### config.mk
export PLATFORM = sky130hd
export DESIGN_NAME = fp_div_result_sink
export DESIGN_NICKNAME = d
export VERILOG_FILES = /design/src/rtl/fp_div_result_sink.sv
export SDC_FILE = /design/constraint.sdc
export NUM_CORES = 1
export LEC_CHECK = 0
export ABC_AREA = 1
export BUFFER_PORTS_ARGS = -buffer_cell sky130_fd_sc_hd__buf_2
export CORE_MARGIN = 4
export CORE_UTILIZATION = 40
export DETAILED_ROUTE_END_ITERATION = 6
export PLACE_DENSITY = 0.66
export SYNTH_ARGS = -nofsm -noshare
export SYNTH_HDL_FRONTEND = slang
export SYNTH_SLANG_ARGS = --single-unit
### constraint.sdc
create_clock -name clk -period 4.95 [get_ports clk]
set_input_delay 0.2475 -clock clk [delete_from_list [all_inputs] [get_ports clk]]
set_output_delay 0.2475 -clock clk [all_outputs]
set_load 0.1 [all_outputs]
### src/rtl/fp_div_result_sink.sv
// Result sink for the FP divider stream: collects DEPTH binary32 quotients into a readable
// buffer and checks each one against the parent-supplied expected value within ULP_TOL.
module fp_div_result_sink #(
    parameter  int DEPTH   = 8,
    parameter  int ULP_TOL = 0,
    localparam int AW      = $clog2(DEPTH)
) (
    input  logic          clk,
    input  logic          rst,
    input  logic [31:0]   s_res_tdata,
    input  logic          s_res_tvalid,
    output logic          s_res_tready,
    output logic [AW-1:0] exp_idx,
    input  logic [31:0]   exp_data,
    input  logic          clear,
    input  logic [AW-1:0] rd_addr,
    output logic [31:0]   rd_data,
    output logic          done,
    output logic          pass,
    output logic [AW:0]   err_count,
    output logic [AW-1:0] last_err_idx
);

    typedef enum logic [1:0] {
        S_COLLECT,
        S_FLUSH,
        S_DONE
    } state_t;

    state_t        state_q;
    state_t        state_d;
    logic [AW:0]   wr_ptr;
    logic          ready_en;
    logic [31:0]   mem [DEPTH];

    logic          xfer;
    logic          last_xfer;

    logic          cmp_valid;
    logic [31:0]   cmp_res;
    logic [31:0]   cmp_exp;
    logic [AW-1:0] cmp_idx;

    logic          res_nan;
    logic          exp_nan;
    logic [30:0]   mag_diff;
    logic          cmp_match;

    // Ready is held low for the first cycle out of reset and whenever a clear is pending.
    assign s_res_tready = ready_en && (state_q == S_COLLECT) && !clear;
    assign xfer         = s_res_tvalid && s_res_tready;
    assign last_xfer    = xfer && (wr_ptr == (AW+1)'(DEPTH - 1));
    assign exp_idx      = wr_ptr[AW-1:0];
    assign done         = (state_q == S_DONE);
    assign pass         = done && (err_count == '0);

    always_comb begin
        state_d = state_q;
        if (clear) begin
            state_d = S_COLLECT;
        end else begin
            case (state_q)
                S_COLLECT: if (last_xfer)  state_d = S_FLUSH;
                S_FLUSH:   if (!cmp_valid) state_d = S_DONE;
                S_DONE:    state_d = S_DONE;
                default:   state_d = S_COLLECT;
            endcase
        end
    end

    // NaN expectation accepts any NaN; signed zeros are equal; otherwise distance in ULPs.
    always_comb begin
        res_nan   = (cmp_res[30:23] == 8'hFF) && (cmp_res[22:0] != 23'd0);
        exp_nan   = (cmp_exp[30:23] == 8'hFF) && (cmp_exp[22:0] != 23'd0);
        mag_diff  = (cmp_res[30:0] >= cmp_exp[30:0]) ? (cmp_res[30:0] - cmp_exp[30:0])
                                                     : (cmp_exp[30:0] - cmp_res[30:0]);
        cmp_match = 1'b0;
        if (exp_nan) begin
            cmp_match = res_nan;
        end else if ((cmp_res[30:0] == 31'd0) && (cmp_exp[30:0] == 31'd0)) begin
            cmp_match = 1'b1;
        end else if (cmp_res[31] != cmp_exp[31]) begin
            cmp_match = 1'b0;
        end else begin
            cmp_match = (mag_diff <= 31'(ULP_TOL));
        end
    end

    always_ff @(posedge clk or posedge rst) begin
        if (rst) begin
            state_q      <= S_COLLECT;
            wr_ptr       <= '0;
            ready_en     <= 1'b0;
            cmp_valid    <= 1'b0;
            err_count    <= '0;
            last_err_idx <= '0;
        end else begin
            state_q  <= state_d;
            ready_en <= 1'b1;
            if (clear) begin
                wr_ptr       <= '0;
                cmp_valid    <= 1'b0;
                err_count    <= '0;
                last_err_idx <= '0;
            end else begin
                cmp_valid <= xfer;
                if (xfer) begin
                    wr_ptr <= wr_ptr + 1'b1;
                end
                if (cmp_valid && !cmp_match) begin
                    if (err_count != (AW+1)'(DEPTH)) begin
                        err_count <= err_count + 1'b1;
                    end
                    last_err_idx <= cmp_idx;
                end
            end
        end
    end

    // Buffer and compare operands are plain datapath; cmp_valid qualifies the latter.
    always_ff @(posedge clk) begin
        if (xfer) begin
            mem[wr_ptr[AW-1:0]] <= s_res_tdata;
            cmp_res             <= s_res_tdata;
            cmp_exp             <= exp_data;
            cmp_idx             <= wr_ptr[AW-1:0];
        end
    end

    always_ff @(posedge clk or posedge rst) begin
        if (rst) begin
            rd_data <= '0;
        end else begin
            rd_data <= mem[rd_addr];
        end
    end

endmodule

Word-level counts from Yosys, hierarchy flattened
Memories as Yosys holds them, arrays and structs flattened. A register that Yosys moved wholly into a read port is not among the register bits.
Index checks and enable logic that the tools add are counted.
{"block": "totals", "reg_bits": 82, "latchBits": 0, "ram_bits": 256, "rom_bits": 0, "input_bits": 71, "out_inout_bits": 45, "n_memories": 1}
{"memory": "mem", "depth": 8, "word_bits": 32, "rd": 1, "rd_ports_with_merged_regs": 1, "wr": 1, "line_no": "34", "text": "logic [31:0] mem [DEPTH];"}
{"block": "op_classes", "addsub": 4, "n_mul": 0, "n_div": 0, "order_cmp": 2, "n_eq_ne": 9, "shift": 0, "mux": 18, "n_bitwise": 0, "n_reduce_logical": 22}
{"operator": "31-bit logical NOT", "n": 2}
{"operator": "31-bit subtractor", "n": 2}
{"operator": "23-bit nonzero test", "n": 2}
{"operator": "31-bit >= comparator", "n": 1}
{"operator": "31-bit by 1-bit <= comparator with 1-bit output (second input constant)", "n": 1}
{"operator": "31-bit 2-to-1 mux", "n": 1}
{"operator": "4-bit 2-to-1 mux", "n": 5}
{"operator": "8-bit equality test (second input constant)", "n": 2}
{"operator": "1-bit logical AND", "n": 9}
{"operator": "4-bit by 1-bit adder with 4-bit output (second input constant)", "n": 2}
{"operator": "1-bit 2-to-1 mux", "n": 6}
{"operator": "2-bit 2-to-1 mux", "n": 3}
{"operator": "3-bit 2-to-1 mux", "n": 2}
{"operator": "3-bit inequality test (second input constant)", "n": 2}
{"operator": "2-bit one-hot mux with 3 select lines", "n": 1}
{"operator": "2-bit nonzero test", "n": 3}
{"operator": "4-bit by 3-bit equality test with 1-bit output (second input constant)", "n": 1}
{"operator": "4-bit logical NOT", "n": 1}
{"operator": "4-bit inequality test (second input constant)", "n": 1}
{"operator": "2-bit AND reduction", "n": 2}
{"operator": "2-bit by 1-bit equality test with 1-bit output (second input constant)", "n": 1}
{"operator": "2-bit equality test (second input constant)", "n": 1}
{"operator": "1-bit logical NOT", "n": 2}
{"operator": "2-bit logical NOT", "n": 1}
{"operator": "1-bit inequality test", "n": 1}

Depth between registers and ports, before layout
Gate-level depths: netlist of run 1.
{"block": "depth", "depth_word": 10, "depth_mapped": 26, "mapped_depth_nobuf": 24}

Least setup slack after synthesis of run 1
OpenSTA, ideal clock, no wires.
{"block": "synth_timing", "path_type": "register to register", "start": "register state_q[0]", "end": "memory mem[7][0] (enable)", "setup_ns": 0.424, "arrival_time_ns": 5.432, "required_ns": 4.526, "slack_ns": -0.906, "stages_incl_launch_ff": 9, "n_path_buf": 0, "period_less_slack_ns": 5.856, "path_cell_list": "dfrtp_1 inv_1 ha_1 nand2_1 nor2_1 nand2_1 inv_1 nand2_1 nor2_1"}
{"block": "synth_via", "elab_chain_cells": 6}
{"element": "from (decl)", "line_no": "30", "text": "state_t state_q;"}
{"element": "from (signal assigned)", "line_no": "98", "text": "state_q <= state_d;"}
{"element": "2-bit logical NOT", "line_no": "50", "text": "assign s_res_tready = ready_en && (state_q == S_COLLECT) && !clear;"}
{"element": "1-bit logical AND (2 in series)", "line_no": "50"}
{"element": "named net s_res_tready", "line_no": "12", "text": "output logic s_res_tready,"}
{"element": "1-bit logical AND", "line_no": "51", "text": "assign xfer = s_res_tvalid && s_res_tready;"}
{"element": "named net xfer", "line_no": "36", "text": "logic xfer;"}
{"element": "1-bit 2-to-1 mux", "line_no": "122", "text": "if (xfer) begin"}
{"element": "1-bit 2-to-1 mux (not written as such)", "line_no": "123", "text": "mem[wr_ptr[AW-1:0]] <= s_res_tdata;"}
{"element": "to (decl)", "line_no": "34"}
The timed path passes the listed nets, and every way through them passes these cells.

Final worst setup path of run 1
{"block": "layout_timing", "start": "register cmp_res[2]", "end": "register err_count[3]"}
{"block": "layout_via", "elab_chain_cells": 10}
{"element": "from (decl)", "line_no": "40", "text": "logic [31:0] cmp_res;"}
{"element": "from (signal assigned)", "line_no": "124", "text": "cmp_res <= s_res_tdata;"}
{"element": "31-bit subtractor (tied with other cells)", "line_no": "76", "text": ": (cmp_exp[30:0] - cmp_res[30:0]);"}
{"element": "31-bit 2-to-1 mux", "line_no": "75", "text": "mag_diff = (cmp_res[30:0] >= cmp_exp[30:0]) ? (cmp_res[30:0] - cmp_exp[30:0])"}
{"element": "31-bit by 1-bit <= comparator with 1-bit output", "line_no": "85", "text": "cmp_match = (mag_diff <= 31'(ULP_TOL));"}
{"element": "1-bit 2-to-1 mux", "line_no": "82", "text": "end else if (cmp_res[31] != cmp_exp[31]) begin"}
{"element": "1-bit 2-to-1 mux", "line_no": "80", "text": "end else if ((cmp_res[30:0] == 31'd0) && (cmp_exp[30:0] == 31'd0)) begin"}
{"element": "1-bit 2-to-1 mux *", "line_no": "78", "text": "if (exp_nan) begin"}
{"element": "1-bit logical NOT *", "line_no": "110", "text": "if (cmp_valid && !cmp_match) begin"}
{"element": "1-bit logical AND *", "line_no": "110"}
{"element": "2-bit nonzero test (no source line) *"}
{"element": "2-bit AND reduction (no source line) *"}
{"element": "to (signal assigned)", "line_no": "112", "text": "err_count <= err_count + 1'b1;"}
{"element": "to (decl)", "line_no": "20", "text": "output logic [AW:0] err_count,"}
Every way passes the cells marked *; elsewhere a longest branch is shown, timed or not.
A chain may end at the register's enable or synchronous reset.

==> qor.txt, run 1 <==
Via density: 5.11
Worst Path Required: 5.38 ns
Slew Limit Fails: 0
Die ar.: 49900 um2
Tmin final: 3.37 ns
final wirelength: 52300 um
final worst slack: 1.58 ns
CTS root buffer: clkbuf_16
Unique masters post-synth: 38
row cnt: 78
Final Cycle Share: 0.680
vias: 14338
largest family of logic cells by synthesized area: simple AND/OR/NAND/NOR gates
status: finished clean
DR pass1 iterations: 5
worst r2r src: cmp_res[2]
CTS Buf Count: 39
Design Power: 7.90 mW
Worst Setup Start Kind: flop
maximum capacitance violations: 0
width of the die: 223 um
syn_area_per_cell: 9.19 um2
Simple-Gate Fraction of Synth Area: 0.217
setup violators final: 0
post-synthesis mux area share: 0
nature of the critical path endpoint: flop
GR Overflow Total: 0
Worst Tran Pin Value: 1.18 ns
hpwl dp: 36700 um
drt wl/cell: 18.6 um
Clock Path Buffers: 3
Tightest Hold Check Type: primary input to flop
CTS H-Tree Depth: 2
Post-CTS Setup Bufs: 0
Detailed Route Iter0 Violations: 1307
Final Hold Fails: 0
RSZ-0062 raised after global routing: false
Worst EP arrival: 3.80 ns
Initial Util: 0.406
Layout Area Growth over Synthesis: 15.9%
xor/xnor share of the synthesized area: 0.00660
PortBufs: 115
initial antenna violation count: 2
Final GP Congestion: 0.916
clock skew: 0.0224 ns
CTS hold repair buffers: 45
TritonCTS clock tree: built
Finished Core Util: 0.471
Final ANT Viol Nets: 0
Post-layout nets: 2314
Synth Area in Adders: 0.0452
Core Region: 45700 um2
Boundary Pins: 116
latest clock arrival within the worst-skew pair: 0.55 ns
multi-input logic area: 6460 um2
Cells after Synth: 2021
R2R cell count: 24
Die Span Y: 223 um
GR Util All Layers: 0.207
FILL cells: 4302
hold depth: 1
VDD IR max: 0.278 mV
Hold Path Origin: s_res_tdata[31]
worst reg-to-reg setup slack: 1.58 ns
kind of critical path: flop to flop
Seq cells post-synth: 370
CTS sink count: 370
first-pass GRT wire length: 80500 um
Leak: 9.17 nW
worst-path fanout max: 13
Fmax achieved: 0.297 GHz
storage element area: 10900 um2
Synth Area in Compound Gates: 0.0764
Synth Warn #: 0
pwr/cell area: 367 nW/um2
register area share after synthesis: 0.586
syn nets: 2159
Clk pin slew, worst setup/hold paths: 0.06 ns
Final TNS setup: 0 ns
pre-CTS WS: 1.59 ns
max_slew headroom: 0.214
layout cell share with drive strength beyond 1: 0.109
cts repair resizes: 0
largest net degree at the start of global routing: 89
Critical Path Start: cmp_res[2]
synthesized area: 18600 um2
number of global-route vias before repair: 14076
# DRC: 0
## path summary, 6_finish.rpt
| check | end |
|---|---|
| min in group asynchronous | rd_data[20] |
| min | mem[4][31] |
| max in group asynchronous | rd_data[6] |
| max | err_count[3] |
| min reg2reg | wr_ptr[3] |
| max reg2reg | err_count[3] |
## layout by cell type (no fill, tap or decap), types with 13 or more instances in the layout
cell	count
o21ai_0	142
nand3_1	84
a21oi_1	42
buf_4	16
o22ai_1	32
buf_2	114
dfrtp_1	47
ha_1	67
nor2_1	300
inv_1	259
dlygate4sd3_1	45
nand2_2	14
a31oi_1	33
edfxtp_1	323
nand4_1	36
clkbuf_1	13
clkbuf_16	40
nand2_1	500
## worst max-delay path, cell delays in order (launching register included)
cell and delay (ns):
edfxtp_1 0.41, inv_1 0.06, ha_1 0.44, nand2_1 0.14, nand2_1 0.09, inv_1 0.08, nand2_2 0.10, nand2_1 0.09
nand2_2 0.09, nand2_2 0.09, nand2_2 0.06, nand2_2 0.10, nand2_2 0.06, nor2_2 0.48, nand2_1 0.17, nand2_1 0.11
nor2_1 0.06, nand2_1 0.06, nor2_1 0.05, nand3_2 0.13, nand2_4 0.09, nand2_4 0.11, nand2_4 0.06, nand2_1 0.06
nand2_1 0.05
## cells by family after synthesis
family,after synthesis
compound gates,261
buf+inv,331
fa+ha+maj,67
xor+xnor,14
flops,370
other cells,1
simple gates,977
## power by group
| part | internal, mW | switching [mW] | total, mW |
|---|---|---|---|
| combinational | 0.366 | 1.07 | 1.43 |
| clock | 1.70 | 1.19 | 2.89 |
| sequential | 3.51 | 0.0630 | 3.57 |
## metrics by stage
| step | hold WS (ns) | area, um2 | cells |
|---|---|---|---|
| 2_1_floorplan | 0.311 | 18600 | 2021 |
| 3_3_place_gp | 0.426 | 19800 | 2690 |
| 3_5_place_dp | 0.426 | 19800 | 2690 |
| 4_1_cts | 0.00420 | 21500 | 2807 |
| 5_1_grt | 0.0182 | 21500 | 2807 |
| 6_report | 0.0284 | 21500 | 2808 |
## registers in the layout, indices dropped and copies added (netlist names)
name and cells:
ready_en 1, mem 256, cmp_idx 3, state_q 2, cmp_res 32, last_err_idx 3, cmp_valid 1, wr_ptr 4
rd_data 32, err_count 4, cmp_exp 32
## area by class of cell
| type | instances | share of cell area |
|---|---|---|
| multi-input cells | 1320 | 0.300 |
| diodes | 1 | 0.000116 |
| clock buffers | 56 | 0.0507 |
| flip-flops and latches | 370 | 0.505 |
| clock inverters | 16 | 0.00820 |
| inverters | 270 | 0.0473 |
| repair buffers | 175 | 0.0530 |
| well taps | 600 | 0.0349 |
## metal layers
metal | wire length, um | vias up | global-route usage
met5 | 0 | - | 0
met4 | 1450 | 0 | 0.0614
met3 | 2660 | 85 | 0.0254
met2 | 25300 | 422 | 0.351
met1 | 22900 | 6846 | 0.279
li1 | - | 6985 | -
## Yosys cell counts
cell,n,share of area
a211oi_1,1,0.00040
a21boi_0,1,0.00040
a21o_1,2,0.00081
a21oi_1,42,0.011
a21oi_2,1,0.00047
a31oi_1,33,0.011
and2_1,1,0.00034
buf_1,5,0.0010
buf_2,3,0.00081
buf_4,6,0.0024
buf_6,2,0.0012
clkbuf_1,43,0.0087
clkbuf_2,2,0.00054
clkinv_1,3,0.00061
conb_1,1,0.00020
dfrtp_1,47,0.063
edfxtp_1,323,0.52
ha_1,67,0.045
inv_1,262,0.053
inv_2,5,0.0010
nand2_1,500,0.10
nand2_2,14,0.0047
nand2_4,4,0.0024
nand3_1,84,0.023
nand3_2,2,0.0011
nand4_1,36,0.012
nor2_1,308,0.062
nor2_2,11,0.0037
nor2_4,3,0.0018
nor3_1,6,0.0016
nor4_1,8,0.0027
o21a_1,3,0.0012
o21ai_0,142,0.038
o21bai_1,3,0.0012
o22ai_1,32,0.011
o31ai_1,1,0.00040
xnor2_1,4,0.0019
xor2_1,10,0.0047
(Power assumes the default switching activity.)
==> run 2: changes to the inputs <==
--- a/config.mk
+++ b/config.mk
@@ -5,12 +5,12 @@
 export SDC_FILE = /design/constraint.sdc
 export NUM_CORES = 1
 export LEC_CHECK = 0
-export ABC_AREA = 1
+export ABC_AREA = 0
 export BUFFER_PORTS_ARGS = -buffer_cell sky130_fd_sc_hd__buf_2
 export CORE_MARGIN = 4
 export CORE_UTILIZATION = 40
 export DETAILED_ROUTE_END_ITERATION = 6
-export PLACE_DENSITY = 0.66
+export PLACE_DENSITY = 0.67
 export SYNTH_ARGS = -nofsm -noshare
 export SYNTH_HDL_FRONTEND = slang
 export SYNTH_SLANG_ARGS = --single-unit
==> constraint.sdc (replaced) <==
create_clock -name clk -period 3.48 [get_ports clk]
set_input_delay 0.174 -clock clk [delete_from_list [all_inputs] [get_ports clk]]
set_output_delay 0.174 -clock clk [all_outputs]
set_load 0.1 [all_outputs]
==> qor.txt, run 2 <==
GR Util All Layers: 0.191
Clock Path Buffers: 3
RSZ-0062 raised after global routing: true
CP dominant cell by count: buf_4
Design Power: 10.5 mW
final worst slack: -0.417 ns
setup violators final: 7
Core Region: 42200 um2
Clk pin slew, worst setup/hold paths: 0.08 ns
Slew Limit Fails: 0
number of global-route vias before repair: 11827
Seq cells post-synth: 370
Worst Tran Pin Value: 0.992 ns
Final Hold Fails: 0
clock skew: 0.0243 ns
max reg flops: 256
PortBufs: 115
Worst Setup Start Kind: flop
maximum capacitance violations: 0
area share of the largest cell type after synthesis: 0.563
synthesized area: 17200 um2
Final Cycle Share: 1.12
CTS root buffer: clkbuf_16
CTS sink count: 370
Layout Area Growth over Synthesis: 28.7%
pre-CTS WS: -0.655 ns
syn_area_per_cell: 14.8 um2
pwr/cell area: 471 nW/um2
Final GP Congestion: 0.960
Post-synth top flop: edfxtp_1
Detailed Route Iter0 Violations: 823
Tmin final: 3.90 ns
wire length on met1: 18900 um
initial antenna violation count: 2
Finished Core Util: 0.525
layout cell share with drive strength beyond 1: 0.352
top-count cell post-synth: edfxtp_1
Die Span Y: 216 um
failing checks: negative setup slack
Cells after Synth: 1162
register area share after synthesis: 0.631
crit-path max cell delay: 0.52 ns
VDD IR max: 0.458 mV
first-pass GRT wire length: 69800 um
width of the die: 216 um
wire length on met2: 22900 um
Worst Path Required: 3.91 ns
final wirelength: 45000 um
Final ANT Viol Nets: 0
Leak: 8.55 nW
status: complete, but fails checks
CTS Buf Count: 38
most frequent cells in the layout: 323 x edfxtp_1, 209 x buf_4, 114 x buf_2
crit-path cells: buf_4 -> buf_4 -> nor4_1 -> nand2_1 -> o21ai_2 -> nand4_1 -> or4_1 -> nor3_2 -> nand4_1 -> o41ai_4 -> o2111ai_2 -> o21ai_4 -> buf_4 -> a31oi_4 -> mux2_4
most common cell after layout, fill and taps aside: edfxtp_1
Synth Warn #: 0
Boundary Pins: 116
Worst path slowest cell: or4_1
metal3 WL: 2120 um
largest net degree at the start of global routing: 68
syn nets: 1300
ys async rst share: 0.127
DR pass1 iterations: 5
kind of critical path: flop to flop
Post-layout nets: 1681
Hold WS: 0.0142 ns
GR Overflow Total: 0
Yosys top cell by area: edfxtp_1
Via density: 5.33
leading post-synthesis cells by cell area: edfxtp_1 56%, mux4_2 8.4%, dfrtp_1 6.8%
drt wl/cell: 21.3 um
hpwl dp: 30900 um
CTS H-Tree Depth: 2
Post-synth top cells: 323 x edfxtp_1, 81 x inv_1, 67 x ha_1
Die ar.: 46500 um2
row cnt: 75
latest clock arrival within the worst-skew pair: 0.54 ns
nature of the critical path endpoint: flop
vias: 11265
worst-path fanout max: 2
Worst EP arrival: 4.33 ns
Unique masters post-synth: 78
number of synthesized flops with an enable pin: 323
max_slew headroom: 0.338
highest routed layer: met4
# DRC: 0
Fmax achieved: 0.257 GHz
Initial Util: 0.408
TritonCTS clock tree: built
Tightest Hold Check Type: primary input to flop
==> run 2: cell count changes after synthesis, sizes merged, moves of 25 or more <==
cell	change
a31oi	-30
o21ai	-95
mux2	+35
nor2	-265
mux4	+64
nand2	-472
inv	-186
o22ai	-30
nand3	-73
xnor2	+28
a21oi	+25
a21o	+29
==> run 2: repair_timing <==
action                                  in CTS  in global routing
resized for setup                           24                 23
hold buffers                                64                  0
buffers inserted                             2                  4
pin swaps                                    9                 14
hold endpoints to repair                   335                  0
endpoints found under the setup margin       7                  7
cloned                                       0                  0
==> run 2: worst max-delay path: cells and delay by family (launching register included) <==
family          cells  cell delay (ns)
compound gates      5             1.11
buf+inv             3             0.45
flops               1             0.44
mux                 1             0.30
simple gates        6             1.50
==> run 2: final timing paths <==
kind,from,endpoint,slack (ns),depth (start not counted)
worst max-delay path,cmp_exp[1],err_count[0],-0.42,15
worst min-delay path,s_res_tdata[2],mem[6][2],0.01,1
worst max register to register,cmp_exp[1],err_count[0],-0.42,15
worst min register to register,cmp_idx[1],last_err_idx[1],0.52,2
max in group asynchronous,rst,state_q[1],2.30,4
min in group asynchronous,rst,err_count[1],0.37,3
==> run 2: where the power goes <==
part / total, mW / switching, mW / internal, mW / leakage, nW
clock network: 4.28 / 1.69 / 2.59 / 0.650
registers: 4.95 / 0.0408 / 4.91 / 3.50
logic: 1.22 / 0.756 / 0.468 / 4.40
==> run 2: cells by family (layout without fill, tap and decap cells) <==
family                   count (synthesis)  count (layout)  share of synthesized area
AO/OA/AOI/OAI                          218             218                     0.0868
XOR/XNOR                                46              46                     0.0234
adder cells (fa/ha/maj)                 67              67                     0.0487
buffers and inverters                  130             541                     0.0312
flip-flops                             370             370                      0.631
multiplexers                           107             107                      0.111
other                                    1               2                   0.000218
AND/OR/NAND/NOR                        223             223                     0.0670
==> run 2: per-stage QoR <==
stage,area (um2),instances,TNS [ns]
after global routing,22200,2113,-3.14
final,22200,2113,-2.43
after CTS,22000,2108,-1.86
after global placement,19900,1972,-4.21
after floorplan,17300,1162,0
after detailed placement,19900,1972,-4.26
==> run 2: layout make-up <==
cell class / instances / area, um2
diodes: 1 / 2.50
clock buffers: 54 / 1090
clock inverters: 16 / 244
fillers: 3521 / 20100
inverters: 81 / 304
multi-input cells: 662 / 6140
flip-flops and latches: 370 / 10900
well taps: 539 / 674
repair buffers: 390 / 2840
==> run 2: layer usage <==
metal  global-route usage  vias to the layer above
met3               0.0203                       72
met1                0.257                     5614
met4               0.0502                        0
met2                0.334                      351
met5                    0                        -
li1                     -                     5228
